File: src/rtl/ps2_kbd_pkg.sv
// rtl/ps2_kbd_pkg.sv - shared types, scancode constants and the set-2 to Apple-1 ASCII map
package ps2_kbd_pkg;

    typedef enum logic [1:0] {IDLE, DATA, PARITY, STOP} frame_state_t;

    localparam logic [7:0] PFX_EXT   = 8'hE0;
    localparam logic [7:0] PFX_BRK   = 8'hF0;
    localparam logic [7:0] SC_LSHIFT = 8'h12;
    localparam logic [7:0] SC_RSHIFT = 8'h59;
    localparam logic [7:0] SC_CTRL   = 8'h14;
    localparam logic [7:0] SC_F12    = 8'h07;

    // Returns {valid, ascii[6:0]}; letters stay uppercase, ctrl folds them to 0x01..0x1A
    function automatic logic [7:0] scancode_to_ascii(input logic [7:0] code,
                                                     input logic shift,
                                                     input logic ctrl);
        logic [6:0] base;
        logic [6:0] alt;
        logic       hit;
        logic       letter;
        logic [6:0] ascii;
        base = 7'h00;
        alt  = 7'h00;
        hit  = 1'b1;
        case (code)
            8'h1C: base = 7'h41;  8'h32: base = 7'h42;  8'h21: base = 7'h43;
            8'h23: base = 7'h44;  8'h24: base = 7'h45;  8'h2B: base = 7'h46;
            8'h34: base = 7'h47;  8'h33: base = 7'h48;  8'h43: base = 7'h49;
            8'h3B: base = 7'h4A;  8'h42: base = 7'h4B;  8'h4B: base = 7'h4C;
            8'h3A: base = 7'h4D;  8'h31: base = 7'h4E;  8'h44: base = 7'h4F;
            8'h4D: base = 7'h50;  8'h15: base = 7'h51;  8'h2D: base = 7'h52;
            8'h1B: base = 7'h53;  8'h2C: base = 7'h54;  8'h3C: base = 7'h55;
            8'h2A: base = 7'h56;  8'h1D: base = 7'h57;  8'h22: base = 7'h58;
            8'h35: base = 7'h59;  8'h1A: base = 7'h5A;
            8'h16: begin base = 7'h31; alt = 7'h21; end
            8'h1E: begin base = 7'h32; alt = 7'h40; end
            8'h26: begin base = 7'h33; alt = 7'h23; end
            8'h25: begin base = 7'h34; alt = 7'h24; end
            8'h2E: begin base = 7'h35; alt = 7'h25; end
            8'h36: begin base = 7'h36; alt = 7'h5E; end
            8'h3D: begin base = 7'h37; alt = 7'h26; end
            8'h3E: begin base = 7'h38; alt = 7'h2A; end
            8'h46: begin base = 7'h39; alt = 7'h28; end
            8'h45: begin base = 7'h30; alt = 7'h29; end
            8'h4E: begin base = 7'h2D; alt = 7'h5F; end
            8'h55: begin base = 7'h3D; alt = 7'h2B; end
            8'h41: begin base = 7'h2C; alt = 7'h3C; end
            8'h49: begin base = 7'h2E; alt = 7'h3E; end
            8'h4A: begin base = 7'h2F; alt = 7'h3F; end
            8'h4C: begin base = 7'h3B; alt = 7'h3A; end
            8'h52: begin base = 7'h27; alt = 7'h22; end
            8'h29: begin base = 7'h20; alt = 7'h20; end
            8'h5A: begin base = 7'h0D; alt = 7'h0D; end
            8'h76: begin base = 7'h1B; alt = 7'h1B; end
            8'h66: begin base = 7'h5F; alt = 7'h5F; end
            default: hit = 1'b0;
        endcase
        letter = (base >= 7'h41) && (base <= 7'h5A);
        if (letter)
            ascii = ctrl ? (base - 7'h40) : base;
        else
            ascii = shift ? alt : base;
        return {hit, ascii};
    endfunction

endpackage

File: src/rtl/ps2_kbd_rx_if.sv
// rtl/ps2_kbd_rx_if.sv - peripheral bus bundle between the CPU and the keyboard registers
interface ps2_kbd_rx_if;
    logic       enable;
    logic       address;
    logic       w_en;
    logic [7:0] dout;

    modport master (output enable, address, w_en, input dout);
    modport slave  (input enable, address, w_en, output dout);
endinterface

File: src/rtl/ps2_frame_rx.sv
// rtl/ps2_frame_rx.sv - PS/2 line conditioning and 11-bit frame receiver with mid-frame timeout
import ps2_kbd_pkg::*;

module ps2_frame_rx #(
    parameter int TIMEOUT_CYCLES = 25000,
    parameter int FILTER_LEN     = 8
) (
    input  logic       clk25,
    input  logic       rst,
    input  logic       ps2_clk,
    input  logic       ps2_din,
    output logic       byte_valid,
    output logic [7:0] data_byte
);
    localparam int FW = $clog2(FILTER_LEN + 1);
    localparam int TW = $clog2(TIMEOUT_CYCLES + 1);

    logic [1:0]    clk_sync, din_sync;
    logic          clk_filt, strobe;
    logic [FW-1:0] filt_cnt;
    logic [TW-1:0] to_cnt;
    logic [2:0]    bit_cnt;
    logic          par_bit, frame_ok;
    logic          din;
    frame_state_t  state, state_next;

    assign din = din_sync[1];

    // The filtered clock only moves after FILTER_LEN consecutive disagreeing samples
    always_ff @(posedge clk25) begin
        if (rst) begin
            clk_sync <= 2'b11;
            din_sync <= 2'b11;
            clk_filt <= 1'b1;
            filt_cnt <= '0;
            strobe   <= 1'b0;
        end else begin
            clk_sync <= {clk_sync[0], ps2_clk};
            din_sync <= {din_sync[0], ps2_din};
            strobe   <= 1'b0;
            if (clk_sync[1] == clk_filt) begin
                filt_cnt <= '0;
            end else if (filt_cnt == FW'(FILTER_LEN - 1)) begin
                clk_filt <= clk_sync[1];
                filt_cnt <= '0;
                strobe   <= clk_filt;
            end else begin
                filt_cnt <= filt_cnt + 1'b1;
            end
        end
    end

    always_ff @(posedge clk25) begin
        if (rst) state <= IDLE;
        else     state <= state_next;
    end

    always_comb begin
        state_next = state;
        frame_ok   = 1'b0;
        if (strobe) begin
            case (state)
                IDLE:    if (!din) state_next = DATA;
                DATA:    if (bit_cnt == 3'd7) state_next = PARITY;
                PARITY:  state_next = STOP;
                STOP: begin
                    state_next = IDLE;
                    frame_ok   = din && (^{data_byte, par_bit});
                end
                default: state_next = IDLE;
            endcase
        end else if (state != IDLE && to_cnt == TW'(TIMEOUT_CYCLES - 1)) begin
            state_next = IDLE;
        end
    end

    always_ff @(posedge clk25) begin
        if (rst) begin
            byte_valid <= 1'b0;
            data_byte  <= '0;
            bit_cnt    <= '0;
            par_bit    <= 1'b0;
            to_cnt     <= '0;
        end else begin
            byte_valid <= frame_ok;
            if (strobe || state == IDLE) to_cnt <= '0;
            else                         to_cnt <= to_cnt + 1'b1;
            if (state == IDLE) bit_cnt <= '0;
            if (strobe && state == DATA) begin
                data_byte <= {din, data_byte[7:1]};
                bit_cnt   <= bit_cnt + 1'b1;
            end
            if (strobe && state == PARITY) par_bit <= din;
        end
    end
endmodule

File: src/rtl/ps2_kbd_rx.sv
// rtl/ps2_kbd_rx.sv - Apple-1 KBD/KBDCR keyboard port; KBD_CLR_SCREEN_EN turns F12 into a clr_screen pulse
import ps2_kbd_pkg::*;

module ps2_kbd_rx #(
    parameter int TIMEOUT_CYCLES = 25000,
    parameter int FILTER_LEN     = 8
) (
    input  logic          clk25,
    input  logic          rst,
    input  logic          ps2_clk,
    input  logic          ps2_din,
    ps2_kbd_rx_if.slave   bus,
    output logic          clr_screen
);
    logic       byte_valid;
    logic [7:0] data_byte;
    logic       ext, brk, shift_held, ctrl_held;
    logic [6:0] kbd_data;
    logic       ready;
    logic [7:0] lookup;
    logic       is_prefix, is_mod, char_valid, read_clr;

    ps2_frame_rx #(.TIMEOUT_CYCLES(TIMEOUT_CYCLES), .FILTER_LEN(FILTER_LEN)) u_frame (
        .clk25(clk25), .rst(rst), .ps2_clk(ps2_clk), .ps2_din(ps2_din),
        .byte_valid(byte_valid), .data_byte(data_byte)
    );

    assign lookup     = scancode_to_ascii(data_byte, shift_held, ctrl_held);
    assign is_prefix  = (data_byte == PFX_EXT) || (data_byte == PFX_BRK);
    assign is_mod     = (data_byte == SC_LSHIFT) || (data_byte == SC_RSHIFT) || (data_byte == SC_CTRL);
    assign char_valid = byte_valid && !is_prefix && !ext && !brk && !is_mod && lookup[7];
    assign read_clr   = bus.enable && !bus.w_en && !bus.address;

    assign bus.dout = bus.address ? {ready, 7'b0} : {1'b1, kbd_data};

    always_ff @(posedge clk25) begin
        if (rst) begin
            ext        <= 1'b0;
            brk        <= 1'b0;
            shift_held <= 1'b0;
            ctrl_held  <= 1'b0;
            kbd_data   <= '0;
            ready      <= 1'b0;
        end else begin
            if (byte_valid) begin
                if (data_byte == PFX_EXT) begin
                    ext <= 1'b1;
                end else if (data_byte == PFX_BRK) begin
                    brk <= 1'b1;
                end else begin
                    ext <= 1'b0;
                    brk <= 1'b0;
                    if (!ext && (data_byte == SC_LSHIFT || data_byte == SC_RSHIFT))
                        shift_held <= !brk;
                    if (!ext && data_byte == SC_CTRL)
                        ctrl_held <= !brk;
                end
            end
            // A landing character beats a same-cycle read clear
            if (char_valid) begin
                kbd_data <= lookup[6:0];
                ready    <= 1'b1;
            end else if (read_clr) begin
                ready <= 1'b0;
            end
        end
    end

`ifdef KBD_CLR_SCREEN_EN
    always_ff @(posedge clk25) begin
        if (rst) clr_screen <= 1'b0;
        else     clr_screen <= byte_valid && !ext && !brk && (data_byte == SC_F12);
    end
`else
    assign clr_screen = 1'b0;
`endif
endmodule

File: src/flat_wrapper.sv
// flat-port wrapper written by rule: the top's interface ports become plain ports
module ps2_kbd_rx_flat 
#(
    parameter int TIMEOUT_CYCLES = 25000,
    parameter int FILTER_LEN     = 8
)
  (clk25, rst, ps2_clk, ps2_din, clr_screen, bus_enable, bus_address, bus_w_en, bus_dout);
  ps2_kbd_rx_if bus_i ();
  input  logic clk25;
  input  logic rst;
  input  logic ps2_clk;
  input  logic ps2_din;
  output logic clr_screen;
  input wire logic [$bits(bus_i.enable)-1:0] bus_enable;
  input wire logic [$bits(bus_i.address)-1:0] bus_address;
  input wire logic [$bits(bus_i.w_en)-1:0] bus_w_en;
  output wire logic [$bits(bus_i.dout)-1:0] bus_dout;
  assign bus_i.enable = bus_enable;
  assign bus_i.address = bus_address;
  assign bus_i.w_en = bus_w_en;
  assign bus_dout = bus_i.dout;
  ps2_kbd_rx #(.TIMEOUT_CYCLES(TIMEOUT_CYCLES), .FILTER_LEN(FILTER_LEN)) u_core (.clk25(clk25), .rst(rst), .ps2_clk(ps2_clk), .ps2_din(ps2_din), .bus(bus_i), .clr_screen(clr_screen));
endmodule
File: config.mk
export PLATFORM = sky130hd
export DESIGN_NAME = ps2_kbd_rx_flat
export DESIGN_NICKNAME = d
export VERILOG_FILES = /design/src/rtl/ps2_kbd_pkg.sv /design/src/rtl/ps2_kbd_rx_if.sv /design/src/rtl/ps2_frame_rx.sv /design/src/rtl/ps2_kbd_rx.sv /design/src/flat_wrapper.sv
export SDC_FILE = /design/constraint.sdc
export NUM_CORES = 1
export LEC_CHECK = 0
export BUFFER_PORTS_ARGS = -buffer_cell sky130_fd_sc_hd__buf_2
export CAP_MARGIN = 40
export CORE_UTILIZATION = 50
export DETAILED_ROUTE_END_ITERATION = 16
export HOLD_SLACK_MARGIN = 0.08
export PLACE_DENSITY = 0.71
export SLEW_MARGIN = 40
export SYNTH_ARGS = -nofsm -noshare
export SYNTH_HDL_FRONTEND = slang
export SYNTH_SLANG_ARGS = --single-unit
export TNS_END_PERCENT = 50
File: constraint.sdc
create_clock -name clk25 -period 4.9 [get_ports clk25]
set_input_delay 0.245 -clock clk25 [delete_from_list [all_inputs] [get_ports clk25]]
set_output_delay 0.245 -clock clk25 [all_outputs]
set_load 0.005 [all_outputs]
==> flow_metrics.env <==
export IMPL_status="finished, final reports clean"
export IMPL_net_switching_power_w=0.000163
export IMPL_netlist_top_cells_count="nand2_1, dfxtp_1, nor2_1, a21oi_1, o21ai_0"
export IMPL_clockBufferDepth=2
export IMPL_p_clk_share_pct=37.3
export IMPL_rr_startpoint="u_core.u_frame.data_byte[4]$_SDFFE_PP0P_"
export IMPL_grt_pass1_vias=3065
export IMPL_yosysWarnings=0
export IMPL_crit_path_end_kind="register"
export IMPL_port_buffers=14
export IMPL_hold_depth=2
export IMPL_slew_viol_final=0
export IMPL_hold_buffers=0
export IMPL_final_core_util_pct=53.0
export IMPL_netlist_area_mm2=0.00371
export IMPL_finalSetupTns_ps=0
export IMPL_antenna_left=0
export IMPL_switching_share_pct=23.5
export IMPL_core_area_mm2=0.00721
export IMPL_ys_top_cells_by_area="dfxtp_1, nand2_1, nor2_1, a21oi_1, xor2_1"
export IMPL_period_share_pct=65.7
export IMPL_startpoint_type="register"
export IMPL_wire_per_inst_um=16.5
export IMPL_seqPwrFrac_pct=61.0
export IMPL_clk_pin_slew_ps=110
export IMPL_num_antenna_cells=0
export IMPL_synth_ff_type="dfxtp_1"
export IMPL_p_leak_nw=1.26
export IMPL_post_cts_buffers=0
export IMPL_antenna_found_initial=0
export IMPL_postPlaceCellArea_mm2=0.00373
export IMPL_dpl_hpwl_mm=6.69
export IMPL_num_vias=3560
export IMPL_wl_mm=9.55
export IMPL_clock_latency_ps=320
export IMPL_cp_startpoint="u_core.u_frame.data_byte[4]$_SDFFE_PP0P_"
export IMPL_gr_usage_all_layers_pct=25.7
export IMPL_cp_max_fo=18
export IMPL_synth_edf_count=0
export IMPL_p_int_w=0.000533
export IMPL_cts_tree="built"
export IMPL_preCtsSetupSlack_ps=1520
export IMPL_crit_type="reg -> reg"
export IMPL_avgSynthCellArea_um2=7.50
export IMPL_yosysUniqueCellTypes=73
export IMPL_synth_largest_area_cell="dfxtp_1"
export IMPL_worst_hold_path_type="in -> reg"
export IMPL_syn_inst=494
export IMPL_worstPathArrival_ps=3470
export IMPL_hp_start="ps2_din"
export IMPL_grt_max_degree=39
export IMPL_fin_nets=493
export IMPL_die_area_mm2=0.00776
export IMPL_die_y_um=88.1
export IMPL_cap_violations=0
export IMPL_hold_viol_final=0
export IMPL_reg2reg_depth=9
export IMPL_firstDrtPassIters=5
export IMPL_ios=16
export IMPL_drc=0
export IMPL_final_layout_size_suffix_gt1_share_pct=10.6
export IMPL_pwr_share_comb_pct=1.6
export IMPL_start_util_pct=51.4
export IMPL_rows=31
export IMPL_finClkSkew_ps=17.4
export IMPL_max_freq_mhz=311
export IMPL_power_w=0.000696
export IMPL_worst_pin_slew_ps=845
export IMPL_overflow=0
export IMPL_rsz0062_at_grt="no"
export IMPL_required_ps=5150
export IMPL_drt_iter0_drc=562
export IMPL_via_per_inst=6.16
export IMPL_maxSlewHeadroom_pct=43.6
export IMPL_die_x_um=88.1
export IMPL_synth_nets=509
export IMPL_grt_pass1_wl_mm=15.4
export IMPL_ys_ff_latch=52
export IMPL_htree_levels=2
export IMPL_place_gp_congestion=0.946
export IMPL_period_needed_ps=3220
export IMPL_setup_ws_ps=1680
export IMPL_power_density_mw_per_mm2=182
export IMPL_synth_top_cell_area_share_pct=28.1
export IMPL_final_area_mm2=0.00382
export IMPL_cts_resized=0
export IMPL_seq_area_frac_synth_pct=28.1
export IMPL_ir_drop_mv=0.156
export IMPL_area_delta_synth_final_pct=3.21
export IMPL_cts_root_buf="clkbuf_8"
export IMPL_async_flop_share_pct=0
export IMPL_finalSetupViolations=0
export IMPL_synthMostInstantiatedCell="nand2_1"
export IMPL_clock_sinks=52
export IMPL_cts_buffers=5
[layout make-up]
cell class	count	area, um^2
clock inverters	3	25.0
clock buffers	5	68.8
flip-flops and latches	52	1040
repair buffers	20	115
inverters	12	45.0
well taps	99	124
multi-input cells	387	2400
fillers	717	3390
[power groups by stage]
stage               combinational, W  clock (W)  sequential [W]
finish                     0.0000113   0.000260        0.000425
CTS                        0.0000116   0.000267        0.000425
global route               0.0000131   0.000286        0.000425
global placement           0.0000112          0        0.000435
detailed placement         0.0000116          0        0.000435
floorplan                 0.00000803          0        0.000435
[logic make-up after synthesis]
| logic type | after synthesis | synth area share (%) |
|---|---|---|
| AOI/OAI and AO/OA | 110 | 20.2 |
| xor gates and xnor gates | 24 | 5.67 |
| adders and majority gates | 8 | 2.70 |
| buffers and inverters | 55 | 7.06 |
| DFF | 52 | 28.1 |
| muxes | 2 | 0.540 |
| other | 1 | 0.101 |
| and+or+nand+nor | 242 | 35.6 |
[placed cells by master, fill, tap and decap left out, types with 6 or more instances in the layout]
cell type / n
inv_1: 11
xnor2_1: 11
nor4_1: 6
xor2_1: 13
nand2b_1: 15
a21oi_1: 31
o21ai_0: 21
nor2_1: 52
nand3_1: 20
nor4b_1: 6
buf_2: 14
nand2_1: 56
nor2b_1: 15
nor3_1: 14
nand3b_1: 8
dfxtp_1: 50
a31oi_1: 6
o22ai_1: 6
or2_2: 6
or3_1: 6
ha_1: 8
buf_4: 6
[metrics by stage]
stage               hold WS [ps]  instances
finish                       114        578
global route                 102        578
CTS                          106        578
detailed placement           395        570
global placement             392        570
floorplan                    349        494
[final timing paths]
path                                                         endpoint  slack, ps
worst max-delay path                  u_core.kbd_data[1]$_SDFFE_PP0P_       1680
worst min-delay path            u_core.u_frame.din_sync[0]$_SDFF_PP1_        110
worst max register to register        u_core.kbd_data[1]$_SDFFE_PP0P_       1680
worst min register to register  u_core.u_frame.din_sync[1]$_SDFF_PP1_        420
[layer usage]
metal  vias up  global-route usage, %  share of wire (%)
li1       1725                      -                  -
met1      1624                   35.0                 43
met2       170                   39.3                 45
met3        41                   4.05                7.7
met4         0                   12.9                4.3
met5         -                      0                  0
[critical path, stage by stage, from the launching register on]
cell and delay (ps):
dfxtp_1 630, buf_4 330, or4b_4 540, nor4_2 150, a31oi_1 120, and3_4 250
and3_4 160, a311oi_4 580, o221ai_1 240, a21oi_1 170
[registers in the layout, summed over array words and instances, names as in the netlist]
signal,cells
u_core.u_frame.din_sync,2
u_core.u_frame.clk_sync,2
u_core.u_frame.data_byte,8
u_core.u_frame.clk_filt,1
u_core.u_frame.state,2
u_core.u_frame.par_bit,1
u_core.ext,1
u_core.kbd_data,7
u_core.brk,1
u_core.u_frame.strobe,1
u_core.u_frame.byte_valid,1
u_core.ready,1
u_core.u_frame.filt_cnt,4
u_core.u_frame.to_cnt,15
u_core.u_frame.bit_cnt,3
u_core.shift_held,1
u_core.ctrl_held,1
Note: power is estimated with default switching activity, not from simulation.
